`src/rtl/fir_sample_feeder.sv`:
```
// fir_sample_feeder
//   Initiator side of the FIR sample handshake. Samples from a bursty source
//   are buffered in a small FIFO and handed to the FIR core one at a time:
//   each sample gets a single-cycle fir_inputValid strobe, and the next
//   sample is only issued after the core answers with fir_outputValid (or
//   after a timeout declares the core stalled). Each answer is captured and
//   presented downstream as a one-cycle result strobe.
//
// Ports
//   clk, rst         rising-edge clock, synchronous active-high reset
//   in_valid/in_data source sample stream; in_ready = FIFO not full
//   fir_inputValid   one-cycle issue strobe to the core
//   fir_input        issued sample, held until the next issue
//   fir_outputValid  core answer strobe; fir_output = core result
//   result_valid     one-cycle strobe after a capture; result_data held
//   sample_count     completed samples, wraps modulo 2^CountWidth
//   timeout_err      sticky: core did not answer within TimeoutCycles
//   busy             FSM is in ISSUE or WAIT
module fir_sample_feeder #(
  parameter int InputWidth    = 16,
  parameter int OutputWidth   = 38,
  parameter int FifoDepth     = 16,
  parameter int TimeoutCycles = 255,
  parameter int CountWidth    = 16
) (
  input  logic                   clk,
  input  logic                   rst,
  input  logic                   in_valid,
  input  logic [InputWidth-1:0]  in_data,
  output logic                   in_ready,
  output logic                   fir_inputValid,
  output logic [InputWidth-1:0]  fir_input,
  input  logic                   fir_outputValid,
  input  logic [OutputWidth-1:0] fir_output,
  output logic                   result_valid,
  output logic [OutputWidth-1:0] result_data,
  output logic [CountWidth-1:0]  sample_count,
  output logic                   timeout_err,
  output logic                   busy
);

  localparam int AW = $clog2(FifoDepth);
  localparam int TW = $clog2(TimeoutCycles + 1);
  localparam logic [AW:0]   FullCnt = (AW+1)'(FifoDepth);
  localparam logic [TW-1:0] ToLimit = TW'(TimeoutCycles);

  typedef enum logic [1:0] {S_IDLE, S_ISSUE, S_WAIT} state_t;

  // ---------------- sample FIFO ----------------
  logic [InputWidth-1:0] r_mem [FifoDepth];
  logic [AW-1:0]         r_wr_ptr, r_rd_ptr;
  logic [AW:0]           r_count;

  state_t                r_state;
  logic [TW-1:0]         r_wait_cnt;
  logic                  r_fir_valid;
  logic [InputWidth-1:0] r_fir_input;
  logic                  r_res_valid;
  logic [OutputWidth-1:0] r_res_data;
  logic [CountWidth-1:0] r_sample_count;
  logic                  r_timeout;

  logic          w_full, w_empty, w_push, w_pop, w_timeout;
  logic [TW-1:0] w_wait_nxt;

  assign w_full  = (r_count == FullCnt);
  assign w_empty = (r_count == '0);
  assign w_push  = in_valid && !w_full;
  // Pop only on the IDLE->ISSUE transition; the head is read from memory,
  // so a sample written this cycle is not visible until the next one.
  assign w_pop   = (r_state == S_IDLE) && !w_empty;

  always_ff @(posedge clk) begin
    if (rst) begin
      r_wr_ptr <= '0;
      r_rd_ptr <= '0;
      r_count  <= '0;
    end else begin
      if (w_push) r_wr_ptr <= r_wr_ptr + 1'b1;
      if (w_pop)  r_rd_ptr <= r_rd_ptr + 1'b1;
      case ({w_push, w_pop})
        2'b10:   r_count <= r_count + 1'b1;
        2'b01:   r_count <= r_count - 1'b1;
        default: r_count <= r_count;
      endcase
    end
  end

  // Storage needs no reset: occupancy alone decides what is valid.
  always_ff @(posedge clk) begin
    if (w_push) r_mem[r_wr_ptr] <= in_data;
  end

  // ---------------- handshake FSM ----------------
  // The timeout compares the post-increment value, so it fires on the
  // TimeoutCycles-th WAIT cycle counted from 1.
  assign w_wait_nxt = r_wait_cnt + 1'b1;
  assign w_timeout  = (w_wait_nxt == ToLimit);

  always_ff @(posedge clk) begin
    if (rst) begin
      r_state        <= S_IDLE;
      r_wait_cnt     <= '0;
      r_fir_valid    <= 1'b0;
      r_fir_input    <= '0;
      r_res_valid    <= 1'b0;
      r_res_data     <= '0;
      r_sample_count <= '0;
      r_timeout      <= 1'b0;
    end else begin
      r_fir_valid <= 1'b0;
      r_res_valid <= 1'b0;
      case (r_state)
        S_IDLE: begin
          if (!w_empty) begin
            r_fir_input <= r_mem[r_rd_ptr];
            r_fir_valid <= 1'b1;
            r_state     <= S_ISSUE;
          end
        end
        S_ISSUE: begin
          r_wait_cnt <= '0;
          r_state    <= S_WAIT;
        end
        S_WAIT: begin
          r_wait_cnt <= w_wait_nxt;
          // An answer on the timeout cycle still counts as a result.
          if (fir_outputValid) begin
            r_res_data     <= fir_output;
            r_res_valid    <= 1'b1;
            r_sample_count <= r_sample_count + 1'b1;
            r_state        <= S_IDLE;
          end else if (w_timeout) begin
            r_timeout <= 1'b1;
            r_state   <= S_IDLE;
          end
        end
        default: r_state <= S_IDLE;
      endcase
    end
  end

  assign in_ready       = !w_full;
  assign fir_inputValid = r_fir_valid;
  assign fir_input      = r_fir_input;
  assign result_valid   = r_res_valid;
  assign result_data    = r_res_data;
  assign sample_count   = r_sample_count;
  assign timeout_err    = r_timeout;
  assign busy           = (r_state != S_IDLE);

endmodule

```
`config.mk`:
```
export PLATFORM = sky130hd
export DESIGN_NAME = fir_sample_feeder
export DESIGN_NICKNAME = d
export VERILOG_FILES = /design/src/rtl/fir_sample_feeder.sv
export SDC_FILE = /design/constraint.sdc
export NUM_CORES = 1
export LEC_CHECK = 0
export ABC_AREA = 1
export CAP_MARGIN = 20
export CORE_AREA = 3 3 169 187
export CTS_CLUSTER_DIAMETER = 200
export DETAILED_ROUTE_END_ITERATION = 16
export DIE_AREA = 0 0 172 190
export PLACE_DENSITY = 0.68
export RECOVER_POWER = 50
export SLEW_MARGIN = 40
export SYNTH_ARGS = -nofsm -noshare
export SYNTH_HDL_FRONTEND = slang
export SYNTH_SLANG_ARGS = --single-unit
```
`constraint.sdc`:
```
create_clock -name clk -period 2.82 [get_ports clk]
set_input_delay 0.564 -clock clk [delete_from_list [all_inputs] [get_ports clk]]
set_output_delay 0.564 -clock clk [all_outputs]
set_load 0.01 [all_outputs]
```
# Word level (Yosys, flattened, before mapping)
# Memory sizes are Yosys's and may differ from the RTL's. A register that Yosys moved wholly into a read port is not among the register bits.
# Index checks and enable logic that the tools add are counted.
# Widths: inputs -> output; s select.
# word_totals
mem_bits_rw	256
ff_bits	80
memories	1
word_cells	54
out_inout_bits	75
# mem_list
memory	words	word_bits	rd	rd_clocked_by_memory_dff	wr	line_no	text
r_mem	16	16	1	1	1	50	logic [InputWidth-1:0] r_mem [FifoDepth];
# classes
reduce_logical	15
eq_ne	8
n_bitwise	4
addsub	6
mux	10
# ops
op	count
$add 16x1->16 const B	1
$pmux 8 s2	1
$pmux 5 s2	1
$add 4x1->4 const B	2
$add 8x1->8 const B	1
$eq 8x8->1 const B	1
$mux 2	3
$pmux 2 s3	1
$reduce_and 2->1	3
$reduce_bool 2->1	3
$add 5x1->5 const B	1
$eq 5x5->1 const B	1
$logic_not 5->1	1
$sub 5x1->5 const B	1
$eq 2x1->1 const B	2
$eq 2x2->1 const B	2
$mux 1	4
$not 1->1	4
$reduce_or 2->1	2
$ne 3x3->1 const B	1
$reduce_and 3->1	1
$logic_and 1x1->1	2
$logic_not 1->1	2
$logic_not 2->1	1
$ne 2x2->1 const B	1

# Longest topological paths before layout
# depth
word_depth	5
mapped_depth	17

# Worst setup path before layout
# Ideal clock, no wire load.
# synth_timing
path_kind	register to register
from	register r_state[0]
to	register r_count[4]
t_required_ns	2.707
path_buffers	2
path_stages_with_launch	17
arrival_time_ns	2.184
slack_ns	0.523
cell_sequence	dfxtp_1 > inv_1 > ha_1 > nand2_1 > inv_1 > buf_2 > buf_4 > ha_1 > xor2_1 > ha_1 > o21bai_1 > nand3_1 > nor2_1 > nor2_1 > nand2_1 > nor2_1 > nor2_1
# synth_via
elab_chain_len	4
word_cells_on_any_way	6
cone_classes	eq/ne: 2; mux: 1; reduce/logical: 3
# synth_rtl
element	line_no	text
from (decl)	54	state_t r_state;
from (signal assigned)	102	r_state <= S_IDLE;
from (signal assigned)	118	r_state <= S_ISSUE;
from (signal assigned)	123	r_state <= S_WAIT;
$logic_not 2->1 *	71	assign w_pop = (r_state == S_IDLE) && !w_empty;
$logic_and 1x1->1 *	71	
net w_pop	63	logic w_full, w_empty, w_push, w_pop, w_timeout;
$eq 2x1->1 / $eq 2x2->1 (equally long branches)	81	case ({w_push, w_pop})
$pmux 5 s2 / $reduce_bool 2->1 (equally long branches)	n/a	
to (signal assigned)	82	2'b10: r_count <= r_count + 1'b1;
to (signal assigned)	83	2'b01: r_count <= r_count - 1'b1;
to (signal assigned)	84	default: r_count <= r_count;
to (decl)	52	logic [AW:0] r_count;
# The timed path passes the listed nets; every way through them passes the cells marked *.
# A chain may end at the register's enable or synchronous reset.

# Worst setup path in the final report
# layout_timing
from	register r_state[0]
to	output port busy
# layout_via
elab_chain_len	1
# layout_rtl
element	line_no	text
$reduce_bool 2->1	150	assign busy = (r_state != S_IDLE);
to (decl)	39	output logic busy
# No other way between the ends.

==> report_table.html <==
<table>
<tr><th>Metric</th><th>Value</th></tr>
<tr><th colspan="2">Placed design</th></tr>
<tr><td>DP HPWL</td><td>21430 um</td></tr>
<tr><td>Final estimated routing congestion in global placement</td><td>0.7926</td></tr>
<tr><td>Number of input and output port buffers inserted</td><td>132</td></tr>
<tr><th colspan="2">Critical path</th></tr>
<tr><td>Highest-delay cell along the critical path</td><td>clkdlybuf4s50_1</td></tr>
<tr><td>Worst-path fanout max</td><td>3</td></tr>
<tr><td>Critical Path Sink Type</td><td>primary output</td></tr>
<tr><td>Stages on worst setup path</td><td>4</td></tr>
<tr><td>Worst-path cell chain</td><td>inv_1, ha_1, inv_1, clkdlybuf4s50_1</td></tr>
<tr><td>Worst Reg-to-Reg Cells</td><td>15</td></tr>
<tr><td>Kind of start point of the critical path</td><td>flip-flop</td></tr>
<tr><td>Required time at the worst-slack endpoint</td><td>2260 ps</td></tr>
<tr><td>Startpoint-to-endpoint class of the critical path</td><td>flip-flop to primary output</td></tr>
<tr><td>Crit path max-delay family</td><td>buffers and inverters</td></tr>
<tr><td>Crit-path max cell delay</td><td>560 ps</td></tr>
<tr><td>Worst Path Buf+Inv</td><td>3</td></tr>
<tr><td>Most frequent CP cell</td><td>inv_1</td></tr>
<tr><td>Arrival time at the worst endpoint</td><td>1800 ps</td></tr>
<tr><th colspan="2">Synthesis</th></tr>
<tr><td>Most used standard cells in the synthesized netlist</td><td>351 x nor2_1, 256 x edfxtp_1, 172 x o21ai_0</td></tr>
<tr><td>Post-synth net total</td><td>1390</td></tr>
<tr><td>Total standard cell area after synthesis</td><td>0.01421 mm2</td></tr>
<tr><td>Most area-consuming cells after synthesis</td><td>edfxtp_1 54%, dfxtp_1 14%, nor2_1 9.3%</td></tr>
<tr><td>Post-synthesis area per instance</td><td>10.79 um2</td></tr>
<tr><td>Number of instances in the synthesized netlist</td><td>1317</td></tr>
<tr><td>Post-synth top area share</td><td>54.08%</td></tr>
<tr><td>Number of enable flip-flop cells after synthesis</td><td>256</td></tr>
<tr><td>Synthesis Warnings</td><td>0</td></tr>
<tr><td>Async SR Flop Fraction</td><td>0%</td></tr>
<tr><td>Share of synthesized area occupied by flip-flops and latches</td><td>67.60%</td></tr>
<tr><td>Area leader, netlist</td><td>edfxtp_1</td></tr>
<tr><td>Most frequently used cell type in the post-synthesis netlist</td><td>nor2_1</td></tr>
<tr><td>Register bit total from synthesis</td><td>352</td></tr>
<tr><td>Netlist cell types</td><td>36</td></tr>
<tr><td>Post-synth top flop</td><td>edfxtp_1</td></tr>
<tr><th colspan="2">Final layout</th></tr>
<tr><td>Diode count</td><td>0</td></tr>
<tr><td>Share of the core filled with cells in the final layout</td><td>57.97%</td></tr>
<tr><td>Fraction of layout instances using a drive strength above 1</td><td>8.479%</td></tr>
<tr><td>Net count reported at finish</td><td>1530</td></tr>
<tr><td>Layout area overhead</td><td>21.24%</td></tr>
<tr><th colspan="2">STA</th></tr>
<tr><td>Count of final max-slew check failures</td><td>0</td></tr>
<tr><td>Time the worst path needs with I/O delays and setup</td><td>2364 ps</td></tr>
<tr><td>Unrepaired setup endpoints after global routing</td><td>false</td></tr>
<tr><td>Fmax</td><td>422.9 MHz</td></tr>
<tr><td>Worst Tran Pin Value</td><td>1184 ps</td></tr>
<tr><td>Fin Setup TNS</td><td>0 ps</td></tr>
<tr><td>Worst slew margin relative to its limit</td><td>21.05%</td></tr>
<tr><td>Count of endpoints failing hold in the final timing report</td><td>0</td></tr>
<tr><td>Crit share post-route</td><td>83.84%</td></tr>
<tr><td>Final worst clock skew</td><td>9.896 ps</td></tr>
<tr><td>Final count of negative-setup-slack endpoints</td><td>0</td></tr>
<tr><th colspan="2">Drt</th></tr>
<tr><td>Final WL</td><td>34050 um</td></tr>
<tr><td>Iteration-0 DRC Markers</td><td>819</td></tr>
<tr><td>Pre-Repair DR Iteration Count</td><td>5</td></tr>
<tr><td>Routed Antenna Nets</td><td>0</td></tr>
<tr><td># DRC</td><td>0</td></tr>
<tr><td>WL per Instance</td><td>18.30 um</td></tr>
<tr><td>Via/cell ratio</td><td>5.387</td></tr>
<tr><td>Vias after detailed routing</td><td>10020</td></tr>
<tr><th colspan="2">Floorplan</th></tr>
<tr><td>Overall die width</td><td>172 um</td></tr>
<tr><td>Full die area</td><td>0.03268 mm2</td></tr>
<tr><td>Top-Level Pins</td><td>133</td></tr>
<tr><td>Total number of placement rows</td><td>66</td></tr>
<tr><td>Die height</td><td>190 um</td></tr>
<tr><td>Area of the core region</td><td>0.02973 mm2</td></tr>
<tr><td>Initial standard-cell utilization of the core</td><td>47.82%</td></tr>
<tr><th colspan="2">Clock network</th></tr>
<tr><td>CTS Buffer Depth</td><td>3</td></tr>
<tr><td>Post-CTS Repair Setup Buffers</td><td>0</td></tr>
<tr><td>Number of gates given a new drive strength after cts</td><td>0</td></tr>
<tr><td>CTS HTree Levels</td><td>2</td></tr>
<tr><td>Clock buffers created by TritonCTS</td><td>38</td></tr>
<tr><td>Hold bufs inserted after CTS</td><td>0</td></tr>
<tr><td>TritonCTS clock tree</td><td>done</td></tr>
<tr><td>CTS root buffer</td><td>clkbuf_16</td></tr>
<tr><td>Clock latency at the later pin of the worst-skew pair</td><td>520 ps</td></tr>
<tr><td>Count of clock tree sinks</td><td>352</td></tr>
<tr><td>Clock-pin transition on the worst setup and hold timing paths</td><td>60 ps</td></tr>
<tr><th colspan="2">Power</th></tr>
<tr><td>Clock share of power</td><td>32.8%</td></tr>
<tr><td>Psw</td><td>4884 uW</td></tr>
<tr><td>Combinational group share of total power</td><td>27.3%</td></tr>
<tr><td>Power share of the sequential group</td><td>39.9%</td></tr>
<tr><td>Sw frac</td><td>31.87%</td></tr>
<tr><td>Overall power after layout</td><td>15320 uW</td></tr>
<tr><td>Leakage power</td><td>0.005983 uW</td></tr>
<tr><td>Cell Pwr Density</td><td>889.2 mW/mm2</td></tr>
<tr><td>Peak supply drop</td><td>602.3 uV</td></tr>
<tr><td>Internal power</td><td>10440 uW</td></tr>
<tr><th colspan="2">Status</th></tr>
<tr><td>Status</td><td>finished, final reports clean</td></tr>
<tr><th colspan="2">Min path</th></tr>
<tr><td>Class of the tightest hold or removal check</td><td>flip-flop to flip-flop</td></tr>
<tr><td>Number of cells on the worst hold path</td><td>2</td></tr>
<tr><th colspan="2">Global routing</th></tr>
<tr><td>Largest net degree at the start of global routing</td><td>131</td></tr>
<tr><td>First-pass GRT wire length</td><td>53250 um</td></tr>
<tr><td>Tot GR Track Use</td><td>20.68%</td></tr>
<tr><td>Initial antenna violation count</td><td>0</td></tr>
<tr><td>Number of global-route vias before repair</td><td>9552</td></tr>
<tr><td>Overall overflow remaining after global route</td><td>0</td></tr>
<tr><th colspan="2">Run</th></tr>
<tr><td>Max-cap violation count</td><td>0</td></tr>
</table>
## final cells by class
class	count	area (um2)
clock buffer	51	1074
inverter	60	226.5
tap	374	467.9
clock inverter	18	198.9
sequential	352	9617
timing repair buffer	175	1637
fill	2469	12490
multi-input combinational	830	4014
## path summary, 6_finish.rpt
kind | start | endpoint | slack [ps]
worst max-delay path | r_state[0] | busy | 460
worst min-delay path | timeout_err | timeout_err | 460
worst max register to register | r_count[2] | r_count[4] | 470
worst min register to register | timeout_err | timeout_err | 460
## per-layer routing
metal,GRT usage [%],up-vias,part of all wire (%)
li1,-,4863,-
met1,28.68,4821,43
met2,34.34,279,50
met3,2.639,57,4.7
met4,6.050,0,2.6
met5,0,-,0
## sequential cells by signal, summed over array words and instances (netlist names)
name            flops
fir_input          16
fir_inputValid      1
r_count             5
r_mem             256
r_rd_ptr            4
r_state             2
r_wait_cnt          8
r_wr_ptr            4
result_data        38
result_valid        1
sample_count       16
timeout_err         1
## power groups by stage
stage	clock network, uW	logic (uW)	registers [uW]
finish	5030	4180	6120
global route	5340	4710	6160
detailed placement	0	4210	6230
CTS	5130	4240	6120
floorplan	0	2760	6250
global placement	0	4110	6220
## cell usage in the layout (no fill, tap or decap), types with 13 or more instances in the layout
cell and count:
o21ai_0 172, clkbuf_1 13, nor2_2 20, clkdlybuf4s50_1 114
inv_1 56, buf_4 36, dfxtp_1 94, edfxtp_1 256
nor2_1 337, o21ai_1 16, nand3_1 68, dlygate4sd3_1 18
nand2_1 78, a21oi_1 31, clkbuf_16 41, ha_1 15
o211ai_1 63
## cell families after synthesis
logic type / synth area share [%]
AND/OR/NAND/NOR: 14.80
flip-flops: 67.60
buffers and inverters: 4.339
adder cells (fa/ha/maj): 1.320
XOR/XNOR: 0.4929
AO/OA/AOI/OAI: 11.45
## through the flow
step | cell area (um2) | setup WS (ps) | hold slack (ps) | instances
global route | 17230 | 190.1 | 493.5 | 1860
finish | 17230 | 455.6 | 457.4 | 1860
detailed placement | 16010 | 252.7 | 453.0 | 1791
floorplan | 14210 | 523.3 | 458.6 | 1317
global placement | 16010 | 329.3 | 443.0 | 1791
CTS | 17280 | 432.4 | 464.1 | 1860
## worst reg2reg max path: stages (launching register included)
cell      delay (ps)
dfxtp_1          410
nor2_1           110
nand4_1          110
nand2_1          100
inv_1             80
buf_4            400
ha_1             250
inv_1             70
o21bai_1         200
nand3_1          130
nor2_1           110
nor2_1            40
nand2_1           80
nand2_1           50
nand2_1           50
nor2_1            40
No activity file was read; power rests on OpenSTA's default activity.
